[config.mk]
export PLATFORM = sky130hd
export DESIGN_NAME = mul_div_unit
export DESIGN_NICKNAME = d
export VERILOG_FILES = /design/src/rtl/mdu_pkg.sv /design/src/rtl/mdu_divider.sv /design/src/rtl/mul_div_unit.sv
export SDC_FILE = /design/constraint.sdc
export NUM_CORES = 2
export LEC_CHECK = 0
export ABC_AREA = 1
export CAP_MARGIN = 25
export CORE_MARGIN = 2
export CORE_UTILIZATION = 55
export CTS_BUF_LIST = sky130_fd_sc_hd__clkbuf_4 sky130_fd_sc_hd__clkbuf_8
export DETAILED_ROUTE_END_ITERATION = 12
export GPL_TIMING_DRIVEN = 0
export PLACE_DENSITY_LB_ADDON = 0.2
export SYNTH_ARGS = -nofsm -noshare
export SYNTH_HDL_FRONTEND = slang
export SYNTH_SLANG_ARGS = --single-unit
[constraint.sdc]
create_clock -name clk -period 9.35 [get_ports clk]
set_clock_uncertainty 0.05 [all_clocks]
set_input_delay 1.87 -clock clk [delete_from_list [all_inputs] [get_ports clk]]
set_output_delay 1.87 -clock clk [all_outputs]
set_load 0.005 [all_outputs]
[src/rtl/mdu_pkg.sv]
// mdu_pkg: shared definitions for the RV32M multiply/divide unit.
//   - funct3_e : RV32M operation encodings
//   - state_e  : control FSM state encoding
//   - DIV_ITERATIONS : number of restoring-division steps
package mdu_pkg;

  localparam int DIV_ITERATIONS = 32;

  typedef enum logic [2:0] {
    OP_MUL    = 3'b000,
    OP_MULH   = 3'b001,
    OP_MULHSU = 3'b010,
    OP_MULHU  = 3'b011,
    OP_DIV    = 3'b100,
    OP_DIVU   = 3'b101,
    OP_REM    = 3'b110,
    OP_REMU   = 3'b111
  } funct3_e;

  typedef enum logic [1:0] {
    IDLE = 2'd0,
    MUL  = 2'd1,
    DIV  = 2'd2,
    FIX  = 2'd3
  } state_e;

endpackage

[src/rtl/mdu_divider.sv]
// mdu_divider: unsigned restoring radix-2 divider, one quotient bit per cycle.
// Ports:
//   clk, rst            : clock, asynchronous active-high reset
//   start               : load dividend/divisor and begin (ignored while busy)
//   abort               : synchronously drop the operation in flight
//   dividend, divisor   : 32-bit unsigned magnitudes
//   busy                : iterations in progress
//   last                : the current cycle performs the final iteration
//   done                : one-cycle pulse, quotient/remainder valid
//   quotient, remainder : 32-bit results
module mdu_divider
  import mdu_pkg::*;
(
  input  logic        clk,
  input  logic        rst,
  input  logic        start,
  input  logic        abort,
  input  logic [31:0] dividend,
  input  logic [31:0] divisor,
  output logic        busy,
  output logic        last,
  output logic        done,
  output logic [31:0] quotient,
  output logic [31:0] remainder
);

  logic [31:0] quot_q;
  logic [31:0] rem_q;
  logic [31:0] dvsr_q;
  logic [4:0]  count_q;
  logic        busy_q;
  logic        done_q;

  // Quotient register doubles as the dividend shift register: its MSB
  // feeds the partial remainder while new quotient bits enter at the LSB.
  logic [32:0] partial;
  logic [32:0] diff;

  assign partial = {rem_q, quot_q[31]};
  assign diff    = partial - {1'b0, dvsr_q};

  assign busy      = busy_q;
  assign last      = busy_q & (count_q == 5'(DIV_ITERATIONS - 1));
  assign done      = done_q;
  assign quotient  = quot_q;
  assign remainder = rem_q;

  // Iteration state: load on start, one restoring step per busy cycle.
  always_ff @(posedge clk or posedge rst) begin
    if (rst) begin
      quot_q  <= 32'd0;
      rem_q   <= 32'd0;
      dvsr_q  <= 32'd0;
      count_q <= 5'd0;
      busy_q  <= 1'b0;
      done_q  <= 1'b0;
    end else if (abort) begin
      count_q <= 5'd0;
      busy_q  <= 1'b0;
      done_q  <= 1'b0;
    end else begin
      done_q <= 1'b0;
      if (start && !busy_q) begin
        quot_q  <= dividend;
        rem_q   <= 32'd0;
        dvsr_q  <= divisor;
        count_q <= 5'd0;
        busy_q  <= 1'b1;
      end else if (busy_q) begin
        // Negative difference means the divisor did not fit: restore.
        if (diff[32]) begin
          rem_q  <= partial[31:0];
          quot_q <= {quot_q[30:0], 1'b0};
        end else begin
          rem_q  <= diff[31:0];
          quot_q <= {quot_q[30:0], 1'b1};
        end
        count_q <= count_q + 5'd1;
        if (last) begin
          busy_q <= 1'b0;
          done_q <= 1'b1;
        end else begin
          busy_q <= 1'b1;
        end
      end else begin
        busy_q <= 1'b0;
      end
    end
  end

endmodule

[src/rtl/mul_div_unit.sv]
// mul_div_unit: RV32M multiply/divide unit with start/busy/done handshake.
// Multiplies finish in 2 cycles from the start cycle; divides take 34,
// except divide-by-zero and signed overflow which finish in 2.
// Ports:
//   clk, rst              : clock, asynchronous active-high reset
//   start, funct3         : request and RV32M operation select
//   operand_a, operand_b  : rs1, rs2 values
//   rd_in                 : destination register tag
//   flush                 : synchronous abort of any in-flight operation
//   busy                  : operation in flight (state != IDLE)
//   done                  : one-cycle pulse, result/rd_out valid
//   result, rd_out        : registered result and destination tag
module mul_div_unit
  import mdu_pkg::*;
(
  input  logic        clk,
  input  logic        rst,
  input  logic        start,
  input  logic [2:0]  funct3,
  input  logic [31:0] operand_a,
  input  logic [31:0] operand_b,
  input  logic [4:0]  rd_in,
  input  logic        flush,
  output logic        busy,
  output logic        done,
  output logic [31:0] result,
  output logic [4:0]  rd_out
);

  state_e      state;
  funct3_e     op_q;
  logic [31:0] a_q;
  logic [31:0] b_q;
  logic [4:0]  rd_q;
  logic        quo_neg_q;
  logic        rem_neg_q;

  // ---------------- acceptance and operand conditioning ----------------
  logic        accept;
  logic        signed_div;
  logic        a_neg_in;
  logic        b_neg_in;
  logic [31:0] a_mag;
  logic [31:0] b_mag;
  logic        fast_in;
  logic        div_start;

  assign accept     = start & ~flush & (state == IDLE);
  assign signed_div = ~funct3[0];
  assign a_neg_in   = signed_div & operand_a[31];
  assign b_neg_in   = signed_div & operand_b[31];
  assign a_mag      = a_neg_in ? (32'd0 - operand_a) : operand_a;
  assign b_mag      = b_neg_in ? (32'd0 - operand_b) : operand_b;
  // Divide-by-zero and signed overflow bypass the iterative divider.
  assign fast_in    = funct3[2] &
                      ((operand_b == 32'd0) |
                       (signed_div & (operand_a == 32'h8000_0000) &
                        (operand_b == 32'hFFFF_FFFF)));
  assign div_start  = accept & funct3[2] & ~fast_in;

  // ---------------- multiplier (single cycle, from captured operands) ----
  logic        a_sx;
  logic        b_sx;
  logic [63:0] a_wide;
  logic [63:0] b_wide;
  logic [63:0] product;
  logic [31:0] mul_res;

  assign a_sx    = ((op_q == OP_MULH) | (op_q == OP_MULHSU)) & a_q[31];
  assign b_sx    = (op_q == OP_MULH) & b_q[31];
  assign a_wide  = {{32{a_sx}}, a_q};
  assign b_wide  = {{32{b_sx}}, b_q};
  // Low 64 bits of the sign-extended product are exact for every variant.
  assign product = a_wide * b_wide;
  assign mul_res = (op_q == OP_MUL) ? product[31:0] : product[63:32];

  // ---------------- divider fast path and sign fix-up ----------------
  logic [31:0] fast_res;
  logic [31:0] fix_res;
  logic [31:0] div_quot;
  logic [31:0] div_rem;
  logic        div_busy;
  logic        div_last;
  logic        div_done;

  assign fast_res = (b_q == 32'd0) ? (op_q[1] ? a_q : 32'hFFFF_FFFF)
                                   : (op_q[1] ? 32'd0 : 32'h8000_0000);
  assign fix_res  = op_q[1] ? (rem_neg_q ? (32'd0 - div_rem)  : div_rem)
                            : (quo_neg_q ? (32'd0 - div_quot) : div_quot);

  mdu_divider u_divider (
    .clk       (clk),
    .rst       (rst),
    .start     (div_start),
    .abort     (flush),
    .dividend  (a_mag),
    .divisor   (b_mag),
    .busy      (div_busy),
    .last      (div_last),
    .done      (div_done),
    .quotient  (div_quot),
    .remainder (div_rem)
  );

  assign busy = (state != IDLE);

  // Control FSM with registered done/result/rd_out.
  always_ff @(posedge clk or posedge rst) begin
    if (rst) begin
      state     <= IDLE;
      op_q      <= OP_MUL;
      a_q       <= 32'd0;
      b_q       <= 32'd0;
      rd_q      <= 5'd0;
      quo_neg_q <= 1'b0;
      rem_neg_q <= 1'b0;
      done      <= 1'b0;
      result    <= 32'd0;
      rd_out    <= 5'd0;
    end else if (flush) begin
      state <= IDLE;
      done  <= 1'b0;
    end else begin
      done <= 1'b0;
      case (state)
        IDLE: begin
          if (accept) begin
            op_q      <= funct3_e'(funct3);
            a_q       <= operand_a;
            b_q       <= operand_b;
            rd_q      <= rd_in;
            quo_neg_q <= a_neg_in ^ b_neg_in;
            rem_neg_q <= a_neg_in;
            state     <= (funct3[2] && !fast_in) ? DIV : MUL;
          end else begin
            state <= IDLE;
          end
        end
        MUL: begin
          result <= op_q[2] ? fast_res : mul_res;
          rd_out <= rd_q;
          done   <= 1'b1;
          state  <= IDLE;
        end
        DIV: begin
          if (div_last) begin
            state <= FIX;
          end else if (!div_busy) begin
            state <= IDLE;  // divider lost its operation; drop without done
          end else begin
            state <= DIV;
          end
        end
        FIX: begin
          if (div_done) begin
            result <= fix_res;
            rd_out <= rd_q;
            done   <= 1'b1;
          end else begin
            done <= 1'b0;
          end
          state <= IDLE;
        end
        default: state <= IDLE;
      endcase
    end
  end

endmodule

Yosys cells after proc, flatten, opt, wreduce, memory -nomap -nowiden
Cells that the tools add are included.
{"block": "word_totals", "ff_bits": 217, "word_cells": 107, "output_inout_bits": 39, "in_bits": 76}
{"block": "classes", "n_reduce_logical": 17, "muxes": 40, "n_eq_ne": 9, "bitwise": 18, "add_sub_neg": 6, "mul": 1}
{"op": "32-bit two-way mux", "n": 16}
{"op": "1-bit by 32-bit subtractor with 32-bit output (first input constant)", "n": 4}
{"op": "32-bit == test (second input constant)", "n": 2}
{"op": "32-bit zero test", "n": 2}
{"op": "33-bit by 33-bit multiplier with 64-bit output", "n": 1}
{"op": "32-bit case mux with 2 select lines", "n": 1}
{"op": "33-bit by 32-bit subtractor with 33-bit output", "n": 1}
{"op": "5-bit two-way mux", "n": 4}
{"op": "1-bit bitwise AND", "n": 12}
{"op": "1-bit two-way mux", "n": 11}
{"op": "2-bit two-way mux", "n": 5}
{"op": "5-bit case mux with 2 select lines", "n": 1}
{"op": "2-bit case mux with 3 select lines", "n": 1}
{"op": "3-bit AND reduction", "n": 2}
{"op": "2-bit nonzero test", "n": 3}
{"op": "5-bit by 1-bit adder with 5-bit output (second input constant)", "n": 1}
{"op": "5-bit == test (second input constant)", "n": 1}
{"op": "2-bit == test (second input constant)", "n": 2}
{"op": "2-bit AND reduction", "n": 2}
{"op": "3-bit by 1-bit == test with 1-bit output (second input constant)", "n": 1}
{"op": "3-bit by 2-bit == test with 1-bit output (second input constant)", "n": 1}
{"op": "3-bit zero test", "n": 1}
{"op": "1-bit inverter", "n": 3}
{"op": "3-bit nonzero test", "n": 1}
{"op": "9 further kinds", "n": 12}

Depth between registers and ports, before layout
{"block": "logic_depth", "ltp_word": 11, "depth_mapped": 40, "depth_no_buf": 38}

Hierarchy
A second synthesis with hierarchy kept.
{"block": "hier_totals", "cells_unflattened": 7617, "area_unflattened_um2": 56424.1}
{"module": "mul_div_unit", "area_per_inst_um2": 49165.9, "instances": 1, "seq_area_each_um2": 2852.7, "cells_each": 6511}
{"module": "mdu_divider", "area_per_inst_um2": 7258.2, "instances": 1, "seq_area_each_um2": 2577.5, "cells_each": 1106}

Least setup slack after synthesis
Ideal clock, no wire load.
{"block": "synth_path", "kind": "register to register", "from": "reg op_q[1]", "to": "reg result[27]", "period_less_slack_ns": 8.039, "setup_slack_ns": 1.311, "arrival_ns": 7.873, "setup_ns": 0.116, "required_ns": 9.184, "n_path_buf": 2, "stages_incl_launch_ff": 35, "cell_sequence": "dfrtp_1 > buf_2 > nand2_1 > nand2_2 > nand2_1 > clkbuf_1 > nor2_1 > fa_1 > inv_1 > fa_1 > inv_1 > fa_1 > inv_1 > fa_1 > inv_1 > fa_1 > fa_1 > inv_1 > fa_1 > fa_1 > inv_1 > ha_1 > nand2_1 > nor2_1 > inv_1 > nor4_1 > inv_1 > nor3_1 > nand2_1 > nand3_1 > nand3_1 > nand2_1 > nand2_1 > nand2_1 > nand2_1"}
{"block": "synth_via", "elab_chain_len": 7, "elab_cells_between_ends": 14, "classes_between": "1 x mul; 2 x eq/ne; 7 x mux; 3 x bitwise; 1 x reduce/logical"}
{"element": "from (decl)", "line_no": "mul_div_unit.sv:31", "rtl": "funct3_e op_q;"}
{"element": "from (signal assigned)", "line_no": "mul_div_unit.sv:128", "rtl": "op_q <= funct3_e'(funct3);"}
{"element": "3-bit by 1-bit == test with 1-bit output / 3-bit by 2-bit == test with 1-bit output (equally long branches)", "line_no": "mul_div_unit.sv:69, mul_div_unit.sv:70"}
{"element": "1-bit bitwise OR", "line_no": "mul_div_unit.sv:69", "rtl": "assign a_sx = ((op_q == OP_MULH) | (op_q == OP_MULHSU)) & a_q[31];"}
{"element": "1-bit bitwise AND", "line_no": "mul_div_unit.sv:69"}
{"element": "33-bit by 33-bit multiplier with 64-bit output", "line_no": "mul_div_unit.sv:74", "rtl": "assign product = a_wide * b_wide;"}
{"element": "32-bit two-way mux", "line_no": "mul_div_unit.sv:75", "rtl": "assign mul_res = (op_q == OP_MUL) ? product[31:0] : product[63:32];"}
{"element": "32-bit two-way mux", "line_no": "mul_div_unit.sv:140", "rtl": "result <= op_q[2] ? fast_res : mul_res;"}
{"element": "32-bit case mux with 2 select lines *", "line_no": "mul_div_unit.sv:125", "rtl": "case (state)"}
{"element": "to (signal assigned)", "line_no": "mul_div_unit.sv:140"}
{"element": "to (signal assigned)", "line_no": "mul_div_unit.sv:156", "rtl": "result <= fix_res;"}
{"element": "to (decl)", "line_no": "mul_div_unit.sv:26", "rtl": "output logic [31:0] result,"}
Every way passes the cells marked *; elsewhere a longest branch is shown, timed or not. The select of a mux whose other input is x is not followed.
A chain may end at the register's enable or synchronous reset.

Final worst setup path
{"block": "layout_path", "from": "reg b_q[23]", "to": "reg result[4]"}
{"block": "layout_via", "elab_chain_len": 4, "elab_cells_between_ends": 6, "classes_between": "1 x mul; 4 x mux; 1 x reduce/logical"}
{"element": "from (decl)", "line_no": "mul_div_unit.sv:33", "rtl": "logic [31:0] b_q;"}
{"element": "from (signal assigned)", "line_no": "mul_div_unit.sv:130", "rtl": "b_q <= operand_b;"}
{"element": "33-bit by 33-bit multiplier with 64-bit output / 32-bit zero test (equally long branches)", "line_no": "mul_div_unit.sv:74, mul_div_unit.sv:86"}
{"element": "32-bit two-way mux (on tied branches)", "line_no": "mul_div_unit.sv:75, mul_div_unit.sv:86"}
{"element": "32-bit two-way mux *", "line_no": "mul_div_unit.sv:140"}
{"element": "32-bit case mux with 2 select lines *", "line_no": "mul_div_unit.sv:125"}
Every way passes the cells marked *; elsewhere a longest branch is shown, timed or not.

==> results.py <==
metrics = {
    "detailed_routing": {
        "ant_nets": 0,
        "dr.max_layer_used": "met5",
        "vias": 50684,
        "met3_length_um": 22600,
        "wl_per_cell_um": 26.1,
        "drc_errors": 0,
        "via_per_inst": 5.68,
        "routed-wl-met2_um": 102000,
        "first_pass_iters": 8,
        "wirelength_met1_um": 80500,
        "drt_iter0_markers": 4771,
        "routed_wl_um": 233000,
    },
    "synth": {
        "synthDistinctLibCells": 57,
        "synth_edf_count": 0,
        "synth-async-reset-ratio_pct": 100,
        "synthesis.nets": 8874,
        "synth_seq_cells": 217,
        "yosys_warnings": 0,
        "synth-seq-area-share_pct": 9.77,
        "postSynthAreaPerCell_sq_um": 7.49,
        "synth_flop_cell": "dfrtp_1",
        "netlist_area_sq_um": 55600,
        "netlist_instances": 7421,
    },
    "critical_path": {
        "cpMaxStageDelayCell": "buf_1",
        "cp-start-kind": "flip-flop",
        "crit_type": "flip-flop to flip-flop",
        "critPathMaxFanout": 10,
        "endpoint_kind": "flip-flop",
        "cpMostUsedCell": "fa_1",
        "critPathMaxStageDelay_ns": 0.87,
        "crit_required_ns": 9.77,
        "arrival_ns": 9.86,
    },
    "floorplan": {
        "io_pins": 115,
        "die_height_um": 322,
        "fp-row-count": 116,
        "die_w_um": 322,
        "die-area_sq_um": 104000,
        "start_util_pct": 55.5,
        "coreArea_sq_um": 100000,
    },
    "clock_network": {
        "clk_path_buf_depth": 3,
        "cts_buffers": 35,
        "cts_tree": "yes",
        "clk_latency_ns": 0.58,
        "cts_sinks": 217,
        "clkTransAtPathRegs_ns": 0.07,
        "root_buffer": "clkbuf_8",
        "htree_levels": 2,
    },
    "final_layout": {
        "layout.nets": 9050,
        "design_area_sq_um": 59800,
        "final_util_pct": 59.7,
        "num-fill-cells": 9545,
        "drive_gt1_share_pct": 4.33,
        "mostFrequentLayoutCells": "2040 x nand2_1, 1865 x inv_1, 1115 x fa_1",
        "area_growth_pct": 7.63,
        "layout_commonest_cell": "nand2_1",
    },
    "global_route": {
        "grt_start_max_net_pins": 126,
        "grt_usage_pct": 46.2,
        "overflow": 0,
        "grt_pass1_wl_um": 341000,
        "grt_pass1_vias": 52575,
        "antenna_found_initial": 12,
    },
    "sta": {
        "relSlewSlack_pct": 21.2,
        "setup_violations": 1,
        "clock.fmax_mhz": 106,
        "finalSetupTns_ns": -0.0896,
        "hold_viol_final": 0,
        "setup_ws_ns": -0.0896,
        "period_minus_slack_ns": 9.44,
        "tightestPinTransition_ns": 1.18,
        "finalMaxSlewViolations": 0,
        "holdWs_ns": 0.420,
        "fin_crit_sh_pct": 101,
        "rsz0062_at_grt": "yes",
    },
    "hold_path": {
        "hold_path.class": "flip-flop to flip-flop",
    },
    "placement": {
        "hpwl_um": 198000,
        "place_congestion": 1.05,
        "placedInstanceArea_sq_um": 58600,
        "port_buffers": 114,
    },
    "outcome": {
        "violations": "negative setup slack",
        "status": "complete, but fails checks",
    },
    "run": {
        "drv_cap": 0,
    },
}
## final timing paths
path                                      from                 endpoint  slack (ns)  cells past startpoint
worst min-delay path            u_divider.busy           u_divider.busy        0.42                      1
worst min register to register  u_divider.busy           u_divider.busy        0.42                      1
max in group asynchronous                  rst                  a_q[18]        6.35                      3
min in group asynchronous                  rst  u_divider.remainder[21]        1.86                      2
worst max-delay path                   b_q[23]                result[4]       -0.09                     25
worst max register to register         b_q[23]                result[4]       -0.09                     25
## what timing repair did
| action | CTS | global route |
|---|---|---|
| pin swaps | 5 | 8 |
| buffers inserted | 15 | 7 |
| gates cloned | 0 | 0 |
| gates resized for setup | 26 | 138 |
| hold buffers | 0 | 0 |
| endpoints found under the setup margin | 27 | 27 |
## layout make-up
cell class,count,area [sq um],area share [%]
clock buffers,51,639,1.07
clock inverters,12,72.6,0.121
inverters,1902,7170,12.0
well taps,1298,1620,2.72
flip-flops and latches,217,5430,9.09
multi-input cells,4943,41700,69.7
repair buffers,160,1700,2.85
plain buffers,338,1480,2.48
diodes,4,10.0,0.0167
## metal layers
layer,vias to the layer above,GRT usage [%]
met5,-,0
met4,8,42.8
met3,989,9.83
met2,2969,71.2
met1,24789,53.9
li1,21929,-
## worst max-delay path: cells and delay by family (launching register included)
family                   cells  cell delay, ns
flip-flops                   1            0.34
adder cells (fa/ha/maj)      9            4.65
buffers and inverters        5            1.62
AND/OR/NAND/NOR              6            0.96
AO/OA/AOI/OAI                5            1.69
## cell families (layout without fill, tap and decap cells)
family	Yosys count	in the layout	synth area share, %
AND/OR/NAND/NOR	2835	2835	20.7
buffers and inverters	2261	2463	15.5
adder cells (fa/ha/maj)	1377	1377	46.2
AO/OA/AOI/OAI	624	624	6.12
flip-flops	217	217	9.77
XOR/XNOR	107	107	1.69
other	0	4	0
## cell usage after synthesis, types with 3 or more instances
library cell     n  area [sq um]
buf_4            7          52.6
fa_1          1126         22500
o31ai_1          5          37.5
dfrtp_1        217          5430
o211ai_1        25           188
ha_1           251          3140
o311ai_0         3          26.3
nand3b_1         5          37.5
xnor2_1         28           245
or2_1            3          18.8
inv_2           27           101
a21o_1           6          45.0
or2_2           11          68.8
nand3_2          7          70.1
nand2_2         13          81.3
o21ai_1         73           365
nor4_1          12          75.1
a31oi_1         13          81.3
nor2_2           7          43.8
buf_1           15          56.3
o21bai_1        20           150
buf_2           23           115
nand4_1         49           307
nand2_1       2045          7680
nor3_1          39           195
o21a_1           5          37.5
clkbuf_1       303          1140
xor2_1          79           692
a21oi_1        210          1050
clkinv_1         3          11.3
o21ai_2          3          26.3
nand3_1        249          1250
buf_6           11           124
nor4_2           5          62.6
o21ai_0        232          1160
inv_1         1871          7020
o22ai_1         17           106
nor3_2           8          80.1
nor2_1         370          1390
nor2_4           4          45.0
## metrics by stage
stage,worst slack (ns),cells
floorplan,1.31,7421
global placement,-2.21,8833
detailed placement,-2.31,8850
CTS,0.00482,8923
global route,-0.0308,8923
finish,-0.0896,8925
## sequential cells by signal, summed over array words and instances, names as in the netlist
| signal | count |
|---|---|
| state | 2 |
| rd_q | 5 |
| rd_out | 5 |
| op_q | 3 |
| quo_neg_q | 1 |
| result | 32 |
| u_divider.quotient | 32 |
| u_divider.done | 1 |
| done | 1 |
| u_divider.busy | 1 |
| u_divider.dvsr_q | 32 |
| a_q | 32 |
| u_divider.remainder | 32 |
| u_divider.count_q | 5 |
| rem_neg_q | 1 |
| b_q | 32 |
Power is not shown: default switching activity piles up to over one toggle a cycle in this logic, so the estimate is an artifact.
